===== src/rtl/alu_pool_arbiter_pkg.sv =====
// alu_pool_arbiter_pkg
// Shared definitions for the ALU pool arbiter slice.
//   NUM_SIC / NUM_ALUS / ID_WIDTH : default pool geometry
//   DATA_W / OPCODE_W             : operand and function-code widths
//   SIC_IDX_W                     : width of a slot's owner index (up to 16 SICs)
//   slot_state_t                  : per-ALU-slot ownership record
//   sic_packet_t                  : operand bundle a SIC presents to its ALU
package alu_pool_arbiter_pkg;

    localparam int NUM_SIC   = 4;
    localparam int NUM_ALUS  = 2;
    localparam int ID_WIDTH  = 4;
    localparam int DATA_W    = 32;
    localparam int OPCODE_W  = 6;
    localparam int SIC_IDX_W = 4;

    typedef struct packed {
        logic                 owned;
        logic [SIC_IDX_W-1:0] owner_idx;
    } slot_state_t;

    typedef struct packed {
        logic [DATA_W-1:0]   op_a;
        logic [DATA_W-1:0]   op_b;
        logic [OPCODE_W-1:0] opcode;
    } sic_packet_t;

endpackage


===== src/rtl/alu_pool_arbiter_age_picker.sv =====
// alu_age_picker
// Ranks valid requesters oldest-first. Age is the issue id measured from the
// in-flight base modulo 2^ID_WIDTH, so the ranking is wrap-around safe.
// Equal ages break toward the lower requester index.
//   ids[NUM_SIC]  : requester issue ids
//   base          : oldest in-flight issue id (age origin)
//   valid         : requesters taking part in the ranking
//   rank[NUM_SIC] : position of each valid requester in the order (0 = oldest);
//                   don't-care for requesters that are not valid
module alu_age_picker #(
    parameter int NUM_SIC  = 4,
    parameter int ID_WIDTH = 4,
    parameter int RANK_W   = 3
) (
    input  logic [ID_WIDTH-1:0] ids  [NUM_SIC],
    input  logic [ID_WIDTH-1:0] base,
    input  logic [NUM_SIC-1:0]  valid,
    output logic [RANK_W-1:0]   rank [NUM_SIC]
);

    logic [ID_WIDTH-1:0] age [NUM_SIC];

    genvar gi;
    generate
        for (gi = 0; gi < NUM_SIC; gi++) begin : g_rank
            logic [RANK_W-1:0] rank_loc;

            // Unsigned subtraction wraps, giving the modular distance from base.
            assign age[gi] = ids[gi] - base;

            // Rank = number of valid requesters that beat this one.
            always_comb begin
                int older;
                older = 0;
                for (int j = 0; j < NUM_SIC; j++) begin
                    if (valid[j] && ((age[j] < age[gi]) || ((age[j] == age[gi]) && (j < gi)))) begin
                        older++;
                    end
                end
                rank_loc = RANK_W'(older);
            end

            assign rank[gi] = rank_loc;
        end
    endgenerate

endmodule


===== src/rtl/alu_pool_arbiter.sv =====
// alu_pool_arbiter
// Shares a pool of NUM_ALUS ALUs among NUM_SIC requesters. Each slot holds
// {owned, owner_idx}; a requester owns at most one slot until it pulses
// sic_release. Free slots go, in ascending slot order, to pending requesters
// ranked oldest-first by issue id. A slot freed at an edge is only
// re-allocatable at the next edge.
//   clk, rst_n                        : clock, asynchronous active-low reset
//   oldest_issue_id                   : age origin
//   sic_req / sic_issue_id / sic_release / sic_op_a / sic_op_b / sic_opcode
//                                     : per-SIC request side
//   sic_grant / sic_res / sic_zero / sic_over : per-SIC ownership and results
//   alu_a / alu_b / alu_op            : per-ALU operand drive (zero when free)
//   alu_res / alu_zero / alu_over     : per-ALU results
//   busy_count                        : number of owned slots
//   err_spurious_release              : sticky, release seen from a non-owner
module alu_pool_arbiter
    import alu_pool_arbiter_pkg::*;
#(
    parameter int NUM_SIC  = alu_pool_arbiter_pkg::NUM_SIC,
    parameter int NUM_ALUS = alu_pool_arbiter_pkg::NUM_ALUS,
    parameter int ID_WIDTH = alu_pool_arbiter_pkg::ID_WIDTH
) (
    input  logic                            clk,
    input  logic                            rst_n,
    input  logic [ID_WIDTH-1:0]             oldest_issue_id,
    input  logic [NUM_SIC-1:0]              sic_req,
    input  logic [ID_WIDTH-1:0]             sic_issue_id [NUM_SIC],
    input  logic [NUM_SIC-1:0]              sic_release,
    input  logic [DATA_W-1:0]               sic_op_a     [NUM_SIC],
    input  logic [DATA_W-1:0]               sic_op_b     [NUM_SIC],
    input  logic [OPCODE_W-1:0]             sic_opcode   [NUM_SIC],
    output logic [NUM_SIC-1:0]              sic_grant,
    output logic [DATA_W-1:0]               sic_res      [NUM_SIC],
    output logic [NUM_SIC-1:0]              sic_zero,
    output logic [NUM_SIC-1:0]              sic_over,
    output logic [DATA_W-1:0]               alu_a        [NUM_ALUS],
    output logic [DATA_W-1:0]               alu_b        [NUM_ALUS],
    output logic [OPCODE_W-1:0]             alu_op       [NUM_ALUS],
    input  logic [DATA_W-1:0]               alu_res      [NUM_ALUS],
    input  logic [NUM_ALUS-1:0]             alu_zero,
    input  logic [NUM_ALUS-1:0]             alu_over,
    output logic [$clog2(NUM_ALUS+1)-1:0]   busy_count,
    output logic                            err_spurious_release
);

    localparam int RANK_W = $clog2(NUM_SIC + 1);
    localparam int BUSY_W = $clog2(NUM_ALUS + 1);

    slot_state_t        slot_reg  [NUM_ALUS];
    slot_state_t        slot_next [NUM_ALUS];
    logic               err_reg, err_next;
    sic_packet_t        sic_pkt   [NUM_SIC];
    logic [NUM_SIC-1:0] owns;
    logic [NUM_SIC-1:0] pending;
    logic [RANK_W-1:0]  rank      [NUM_SIC];

    // Which SICs currently own a slot, decoded from the slot registers.
    always_comb begin
        owns = '0;
        for (int k = 0; k < NUM_ALUS; k++) begin
            for (int i = 0; i < NUM_SIC; i++) begin
                if (slot_reg[k].owned && (slot_reg[k].owner_idx == SIC_IDX_W'(i))) begin
                    owns[i] = 1'b1;
                end
            end
        end
    end

    // A releasing SIC never competes at the same edge, owner or not.
    assign pending   = sic_req & ~owns & ~sic_release;
    assign sic_grant = owns;

    alu_age_picker #(
        .NUM_SIC  (NUM_SIC),
        .ID_WIDTH (ID_WIDTH),
        .RANK_W   (RANK_W)
    ) u_age_picker (
        .ids   (sic_issue_id),
        .base  (oldest_issue_id),
        .valid (pending),
        .rank  (rank)
    );

    // Allocation only looks at slots free before this edge, so a slot being
    // released now cannot be handed out until the next edge. The n-th free
    // slot (ascending) goes to the requester of rank n.
    always_comb begin
        int free_cnt;
        free_cnt  = 0;
        slot_next = slot_reg;
        err_next  = err_reg | (|(sic_release & ~owns));
        for (int k = 0; k < NUM_ALUS; k++) begin
            if (!slot_reg[k].owned) begin
                for (int i = 0; i < NUM_SIC; i++) begin
                    if (pending[i] && (int'(rank[i]) == free_cnt)) begin
                        slot_next[k].owned     = 1'b1;
                        slot_next[k].owner_idx = SIC_IDX_W'(i);
                    end
                end
                free_cnt++;
            end else begin
                for (int i = 0; i < NUM_SIC; i++) begin
                    if (sic_release[i] && (slot_reg[k].owner_idx == SIC_IDX_W'(i))) begin
                        slot_next[k] = '0;
                    end
                end
            end
        end
    end

    always_ff @(posedge clk or negedge rst_n) begin
        if (!rst_n) begin
            for (int k = 0; k < NUM_ALUS; k++) begin
                slot_reg[k] <= '0;
            end
            err_reg <= 1'b0;
        end else begin
            for (int k = 0; k < NUM_ALUS; k++) begin
                slot_reg[k] <= slot_next[k];
            end
            err_reg <= err_next;
        end
    end

    assign err_spurious_release = err_reg;

    always_comb begin
        busy_count = '0;
        for (int k = 0; k < NUM_ALUS; k++) begin
            if (slot_reg[k].owned) begin
                busy_count = busy_count + BUSY_W'(1);
            end
        end
    end

    genvar gi;
    generate
        for (gi = 0; gi < NUM_SIC; gi++) begin : g_pkt
            assign sic_pkt[gi] = '{op_a: sic_op_a[gi], op_b: sic_op_b[gi], opcode: sic_opcode[gi]};
        end

        // Operand steering: each slot forwards its owner's packet, zeros if free.
        for (gi = 0; gi < NUM_ALUS; gi++) begin : g_alu
            sic_packet_t sel_pkt;
            always_comb begin
                sel_pkt = '0;
                for (int i = 0; i < NUM_SIC; i++) begin
                    if (slot_reg[gi].owned && (slot_reg[gi].owner_idx == SIC_IDX_W'(i))) begin
                        sel_pkt = sic_pkt[i];
                    end
                end
            end
            assign alu_a[gi]  = sel_pkt.op_a;
            assign alu_b[gi]  = sel_pkt.op_b;
            assign alu_op[gi] = sel_pkt.opcode;
        end

        // Result return: each SIC sees its slot's outputs, zeros if it owns none.
        for (gi = 0; gi < NUM_SIC; gi++) begin : g_ret
            logic [DATA_W-1:0] res_sel;
            logic              zero_sel;
            logic              over_sel;
            always_comb begin
                res_sel  = '0;
                zero_sel = 1'b0;
                over_sel = 1'b0;
                for (int k = 0; k < NUM_ALUS; k++) begin
                    if (slot_reg[k].owned && (slot_reg[k].owner_idx == SIC_IDX_W'(gi))) begin
                        res_sel  = alu_res[k];
                        zero_sel = alu_zero[k];
                        over_sel = alu_over[k];
                    end
                end
            end
            assign sic_res[gi]  = res_sel;
            assign sic_zero[gi] = zero_sel;
            assign sic_over[gi] = over_sel;
        end
    endgenerate

endmodule

===== config.mk =====
export PLATFORM = sky130hd
export DESIGN_NAME = alu_pool_arbiter
export DESIGN_NICKNAME = d
export VERILOG_FILES = /design/src/rtl/alu_pool_arbiter_pkg.sv /design/src/rtl/alu_pool_arbiter_age_picker.sv /design/src/rtl/alu_pool_arbiter.sv
export SDC_FILE = /design/constraint.sdc
export NUM_CORES = 1
export LEC_CHECK = 0
export BUFFER_PORTS_ARGS = -buffer_cell sky130_fd_sc_hd__buf_2
export CORE_AREA = 2 2 260 262
export CTS_CLUSTER_SIZE = 24
export DETAILED_ROUTE_END_ITERATION = 7
export DIE_AREA = 0 0 262 264
export PLACE_DENSITY_LB_ADDON = 0.25
export REMOVE_ABC_BUFFERS = 1
export SLEW_MARGIN = 20
export SYNTH_ARGS = -nofsm -noshare
export SYNTH_HDL_FRONTEND = slang
export SYNTH_SLANG_ARGS = --single-unit

===== constraint.sdc =====
create_clock -name clk -period 6 [get_ports clk]
set_input_delay 0.6 -clock clk [delete_from_list [all_inputs] [get_ports clk]]
set_output_delay 0.6 -clock clk [all_outputs]
set_load 0.03 [all_outputs]

==> Yosys cells after proc, flatten, opt, wreduce, memory -nomap -nowiden <==
Cells that the tools add are included.
Widths: inputs -> output; s select.
{ "word_totals": {"reg_bits": 11, "inputBits": 378, "out_inout_bits": 283, "elab_cells": 196} }
{ "op_classes": {"n_bitwise": 6, "magnitude_cmp": 16, "reduce_logical": 57, "add_sub_neg": 17, "n_eq_ne": 18, "mux": 77} }
{ "ops": {"columns": ["operator", "count"], "rows": [
  ["$mux 70", 8],
  ["$mux 32", 8],
  ["$eq 4x32->1", 4],
  ["$mux 5", 18],
  ["$lt 4x4->1", 16],
  ["$logic_and 1x1->1", 40],
  ["$mux 3", 12],
  ["$mux 1", 30],
  ["$add 3x2->3 const B", 8],
  ["$eq 4x4->1", 6],
  ["$eq 4x2->1 const B", 4],
  ["$sub 4x4->4", 4],
  ["$and 4x4->4", 3],
  ["$logic_not 3->1", 4],
  ["$ne 5x1->1 const B", 2],
  ["$reduce_bool 5->1", 2],
  ["$add 1x1->2 const B", 4],
  ["$eq 4x1->1 const B", 2],
  ["$logic_not 4->1", 2],
  ["$not 4->4", 2],
  ["$logic_or 1x1->1", 6],
  ["$reduce_and 2->1", 2],
  ["$reduce_or 4->1", 1],
  ["$add 2x1->2 const B", 1],
  ["other kinds (2)", 2]
]} }

==> Longest topological paths before layout <==
{ "logic_depth": {"ltp_word": 22, "ltp_mapped": 23, "mapped_depth_nobuf": 23} }

==> By module <==
From an unflattened synthesis, not the netlist that was laid out.
{ "unflattened": {"cells_unflattened": 806, "hier_area_um2": 7455.9} }
{ "modules_own_cells": {"columns": ["mod", "n_inst", "seq_area_each_um2", "area_per_inst_um2", "cells_each"], "rows": [
  ["alu_pool_arbiter", 1, 175.2, 6095.8, 626],
  ["alu_age_picker", 1, 0.0, 1360.1, 180]
]} }

==> Worst setup path before layout <==
No wires, ideal clock.
{ "synth_path": {"kind": "input port to flip-flop", "start": "in oldest_issue_id[1]", "end": "reg slot_reg[0] (netlist name)", "slack_ns": 1.786, "t_required_ns": 5.874, "n_path_buf": 0, "arrival_ns": 4.088, "setup_ns": 0.126, "stages": 16, "path_cell_list": "inv_1 fa_1 xnor2_1 inv_1 ha_1 a21o_1 a311o_1 and2_1 or2_2 ha_1 nor2_1 nand2_1 a2111oi_2 nor2_1 o211a_1 a311o_1"} }
{ "synth_between": {"elab_chain_cells": 17, "word_cells_on_any_way": 90, "cone_classes": "16 x add/sub; 16 x order compare; 10 x eq/ne; 20 x mux; 28 x reduce/logical"} }
{ "synth_rtl": {"columns": ["item", "line_no", "rtl"], "rows": [
  ["start, declared", "alu_pool_arbiter.sv:25", "input logic [ID_WIDTH-1:0] oldest_issue_id,"],
  ["$sub 4x4->4", "alu_pool_arbiter_age_picker.sv:29", "assign age[gi] = ids[gi] - base;"],
  ["$lt 4x4->1 / $eq 4x4->1 (equally long branches)", "alu_pool_arbiter_age_picker.sv:36", "if (valid[j] && ((age[j] < age[gi]) || ((age[j] == age[gi]) && (j < gi)))) begin"],
  ["$logic_or 1x1->1", "alu_pool_arbiter_age_picker.sv:36", null],
  ["$logic_and 1x1->1", "alu_pool_arbiter_age_picker.sv:36", null],
  ["$mux 1", "alu_pool_arbiter_age_picker.sv:36", null],
  ["$add 1x1->2", "alu_pool_arbiter_age_picker.sv:37", "older++;"],
  ["$mux 3", "alu_pool_arbiter_age_picker.sv:36", null],
  ["$add 3x2->3", "alu_pool_arbiter_age_picker.sv:37", null],
  ["$mux 3", "alu_pool_arbiter_age_picker.sv:36", null],
  ["$add 3x2->3", "alu_pool_arbiter_age_picker.sv:37", null],
  ["$mux 3", "alu_pool_arbiter_age_picker.sv:36", null],
  ["$eq 4x32->1", "alu_pool_arbiter.sv:95", "if (pending[i] && (int'(rank[i]) == free_cnt)) begin"],
  ["$logic_and 1x1->1", "alu_pool_arbiter.sv:95", null],
  ["$mux 5 (3 in a row)", "alu_pool_arbiter.sv:95", null],
  ["$mux 5", "alu_pool_arbiter.sv:93", "if (!slot_reg[k].owned) begin"],
  ["end signal, assigned by index", "alu_pool_arbiter.sv:119", "slot_reg[k] <= slot_next[k];"],
  ["end, declared", "alu_pool_arbiter.sv:49", "slot_state_t slot_reg [NUM_ALUS];"]
]} }
Several ways; a longest one is shown, not always the timed one.
A chain may end at the register's enable or synchronous reset.

==> Worst setup path in the final report <==
Ends and elaborated chain as after synthesis.

==> impl_metrics.csv <==
group,metric,value,unit
status,status,"finished clean",
setup_path,r2r_cells,12,
setup_path,r2r-end,"slot_reg[0]",
place,dp_hpwl,43.3,mm
clock_network,post-cts-setup-buffers,0,
timing,fmax,221,MHz
global_routing,grt_pass1_wl,71.2,mm
synth,seq_area_frac_synth,0.0229,
clock_network,cts_tree,"built",
clock_network,cts_root_buf,"clkbuf_16",
route,drc,0,
clock_network,cts.htree.levels,1,
timing,rsz0062_at_grt,"false",
timing,fin_crit_sh,0.755,
global_routing,grt-ovfl-total,0,
timing,hold_viol_final,0,
floorplan,rows,95,
place,port_buffers,660,
flow_run,drv_cap,0,
global_routing,grt_use_total,0.139,
synth,ys_ff_latch,7,
floorplan,die-area,69200,um2
route,vias,9755,
synth,async_reset_ff_frac,1.00,
timing,tightest_slew,1.07,ns
clock_network,cts_buffers,3,
power_and_ir_drop,switchingPower,3.57,mW
layout,stdcell_area,11900,um2
synth,synth_ff_type,"dfrtp_1",
layout,fin_nets,1772,
setup_path,crit_slowest_cell,"xnor2_1",
clock_network,cts_resized,0,
clock_network,path_clk_slew,0.04,ns
power_and_ir_drop,totalPowerFinal,5.61,mW
synth,synth.distinct_cells,64,
setup_path,critPathLaunchType,"primary input",
place,routabilityCongestion,0.904,
setup_path,worst_ep_arrival_time,4.64,ns
global_routing,grt_max_degree,80,
floorplan,coreArea,66600,um2
route,vias_per_cell,4.36,
power_and_ir_drop,power_frac_comb,0.937,
timing,fin_setup_tns,0,ns
global_routing,antenna_found_initial,32,
setup_path,path_max_fanout,8,
timing,final_max_slew_viol_count,0,
setup_path,rrSetupSlack,2.04,ns
clock_network,clock-sinks,7,
floorplan,ios,661,
layout,layout_common_cells,"buf_2 (660), and2_1 (142), mux4_2 (140)",
floorplan,start_util,0.115,
floorplan,die_x,262,um
power_and_ir_drop,internal_power,2.04,mW
setup_path,crit_buf_inv,2,
setup_path,crit_chain,"buf_2, inv_1, ha_1, a21o_1, a21o_1, xnor2_1, ha_1, nor2_1, a41oi_1, and2_1, or2_2, ha_1, nor2_1, nand2_1, a2111oi_2, nor2_1, o211a_1, a311o_1",
setup_path,crit_family,"compound AO/OA/AOI/OAI gates",
setup_path,path_class,"primary input to flip-flop",
timing,setup-violations-final,0,
synth,synth_edf_count,0,
timing,fin_crit,4.53,ns
power_and_ir_drop,clkPwrFrac,0.020,
layout,syn_to_final_growth,55.8,%
synth,netlist_area,7660,um2
route,drt-total-wl,51.7,mm
synth,synthCells,767,
layout,largest_reg_flops,6,
global_routing,grt_pass1_vias,10110,
setup_path,r2r_start,"slot_reg[5]",
route,drt-initial-drc-count,339,
route,routedWlPerCell,23.1,um
timing,clock_skew,0.000913,ns
layout,instances_no_fill,2235,
clock_network,cts_buffer_depth,2,
timing,holdWs,0.193,ns
timing,maxSlewHeadroom,0.287,
layout,drive_gt1_frac,0.625,
setup_path,startpoint,"oldest_issue_id[1]",
power_and_ir_drop,leakage,5.67,nW
route,ant_nets,0,
setup_path,slowest_delay,0.43,ns
route,dr.pass1.iters,4,
clock_network,clk_latency,0.23,ns
power_and_ir_drop,sw_frac_of_total,0.636,
power_and_ir_drop,powerDensity,471,nW/um2
worst_hold_path,hold_path_class,"primary input to async pin",
layout,final_common_cell,"buf_2",
setup_path,required,6.11,ns
power_and_ir_drop,ir_worst_vdd,0.204,mV
place,place_inst,2225,
synth,ys_warn_count,0,
setup_path,worst_setup_path_end_kind,"flip-flop",
power_and_ir_drop,seq_power_share,0.043,
floorplan,die_h,264,um
synth,avgSynthCellArea,9.98,um2
clock_network,holdBufCountCts,0,
place,placed_area,11800,um2
==> synth_stat cells, types with 6 or more instances <==
library cell | number | area share
clkbuf_1 | 59 | 0.029
buf_4 | 8 | 0.0078
nand2b_1 | 8 | 0.0065
a22o_1 | 137 | 0.16
and2_1 | 142 | 0.12
nand3_1 | 8 | 0.0052
o21ai_0 | 10 | 0.0065
ha_1 | 33 | 0.054
dfrtp_1 | 7 | 0.023
inv_1 | 35 | 0.017
xor2_1 | 6 | 0.0069
nor2_1 | 17 | 0.0083
a21o_1 | 9 | 0.0088
mux4_2 | 140 | 0.41
nand2_1 | 24 | 0.012
buf_2 | 15 | 0.0098
a21oi_1 | 12 | 0.0078
xnor2_1 | 13 | 0.015
==> metal layers <==
metal | GRT usage | share of wire
met5 | 0 | 0.0024
met4 | 0.0324 | 0.029
met3 | 0.0402 | 0.094
met2 | 0.252 | 0.49
met1 | 0.160 | 0.38
==> worst max path at each step <==
| stage | end | slack (ns) | cells past startpoint |
|---|---|---|---|
| 2_1_floorplan | sic_over[0] | -0.87 | 3 |
| 3_3_place_gp | slot_reg[0] | 1.35 | 18 |
| 3_5_place_dp | slot_reg[0] | 1.26 | 18 |
| 4_1_cts | slot_reg[0] | 1.48 | 18 |
| 5_1_grt | slot_reg[0] | 1.23 | 18 |
| 6_report | slot_reg[0] | 1.47 | 18 |
==> power by group through the flow <==
stage          Sequential [mW]  Combinational (mW)  Clock, mW
4_1_cts                  0.253                5.33      0.114
3_5_place_dp             0.254                5.32          0
6_report                 0.240                5.26      0.114
3_3_place_gp             0.254                5.33          0
2_1_floorplan            0.381                3.45          0
5_1_grt                  0.260                5.61      0.119
==> layout make-up <==
| class | instances | area, um2 |
|---|---|---|
| Antenna cell | 6 | 15.0 |
| Clock buffer | 4 | 78.8 |
| Fill cell | 7595 | 54600 |
| Inverter | 36 | 135 |
| Multi-Input combinational cell | 636 | 7000 |
| Sequential cell | 7 | 198 |
| Tap cell | 873 | 1090 |
| Timing Repair Buffer | 673 | 3410 |
==> per-stage QoR <==
stage / setup WS [ns] / util
after floorplan: -0.867 / -
after global routing: 1.23 / 0.179
final: 1.47 / 0.179
after global placement: 1.35 / 0.178
after detailed placement: 1.26 / 0.178
after CTS: 1.48 / 0.179
==> worst register-to-register path, stage by stage (launching register included) <==
cell and delay, ns:
dfrtp_4 0.72, buf_4 0.40, nand3b_1 0.16, nor2b_1 0.40
nand3b_1 0.24, or2_2 0.36, ha_1 0.37, nor2_1 0.11
nand2_1 0.09, a2111oi_2 0.37, nor2_1 0.11, o211a_1 0.16
a311o_1 0.33
==> kinds of logic after synthesis <==
family	share of synthesized area
buffers and inverters	0.0681
adder cells (fa/ha/maj)	0.0699
XOR/XNOR	0.0260
AO/OA/AOI/OAI	0.214
multiplexers	0.423
flip-flops	0.0229
AND/OR/NAND/NOR	0.177
Note: power is estimated with default switching activity, not from simulation.
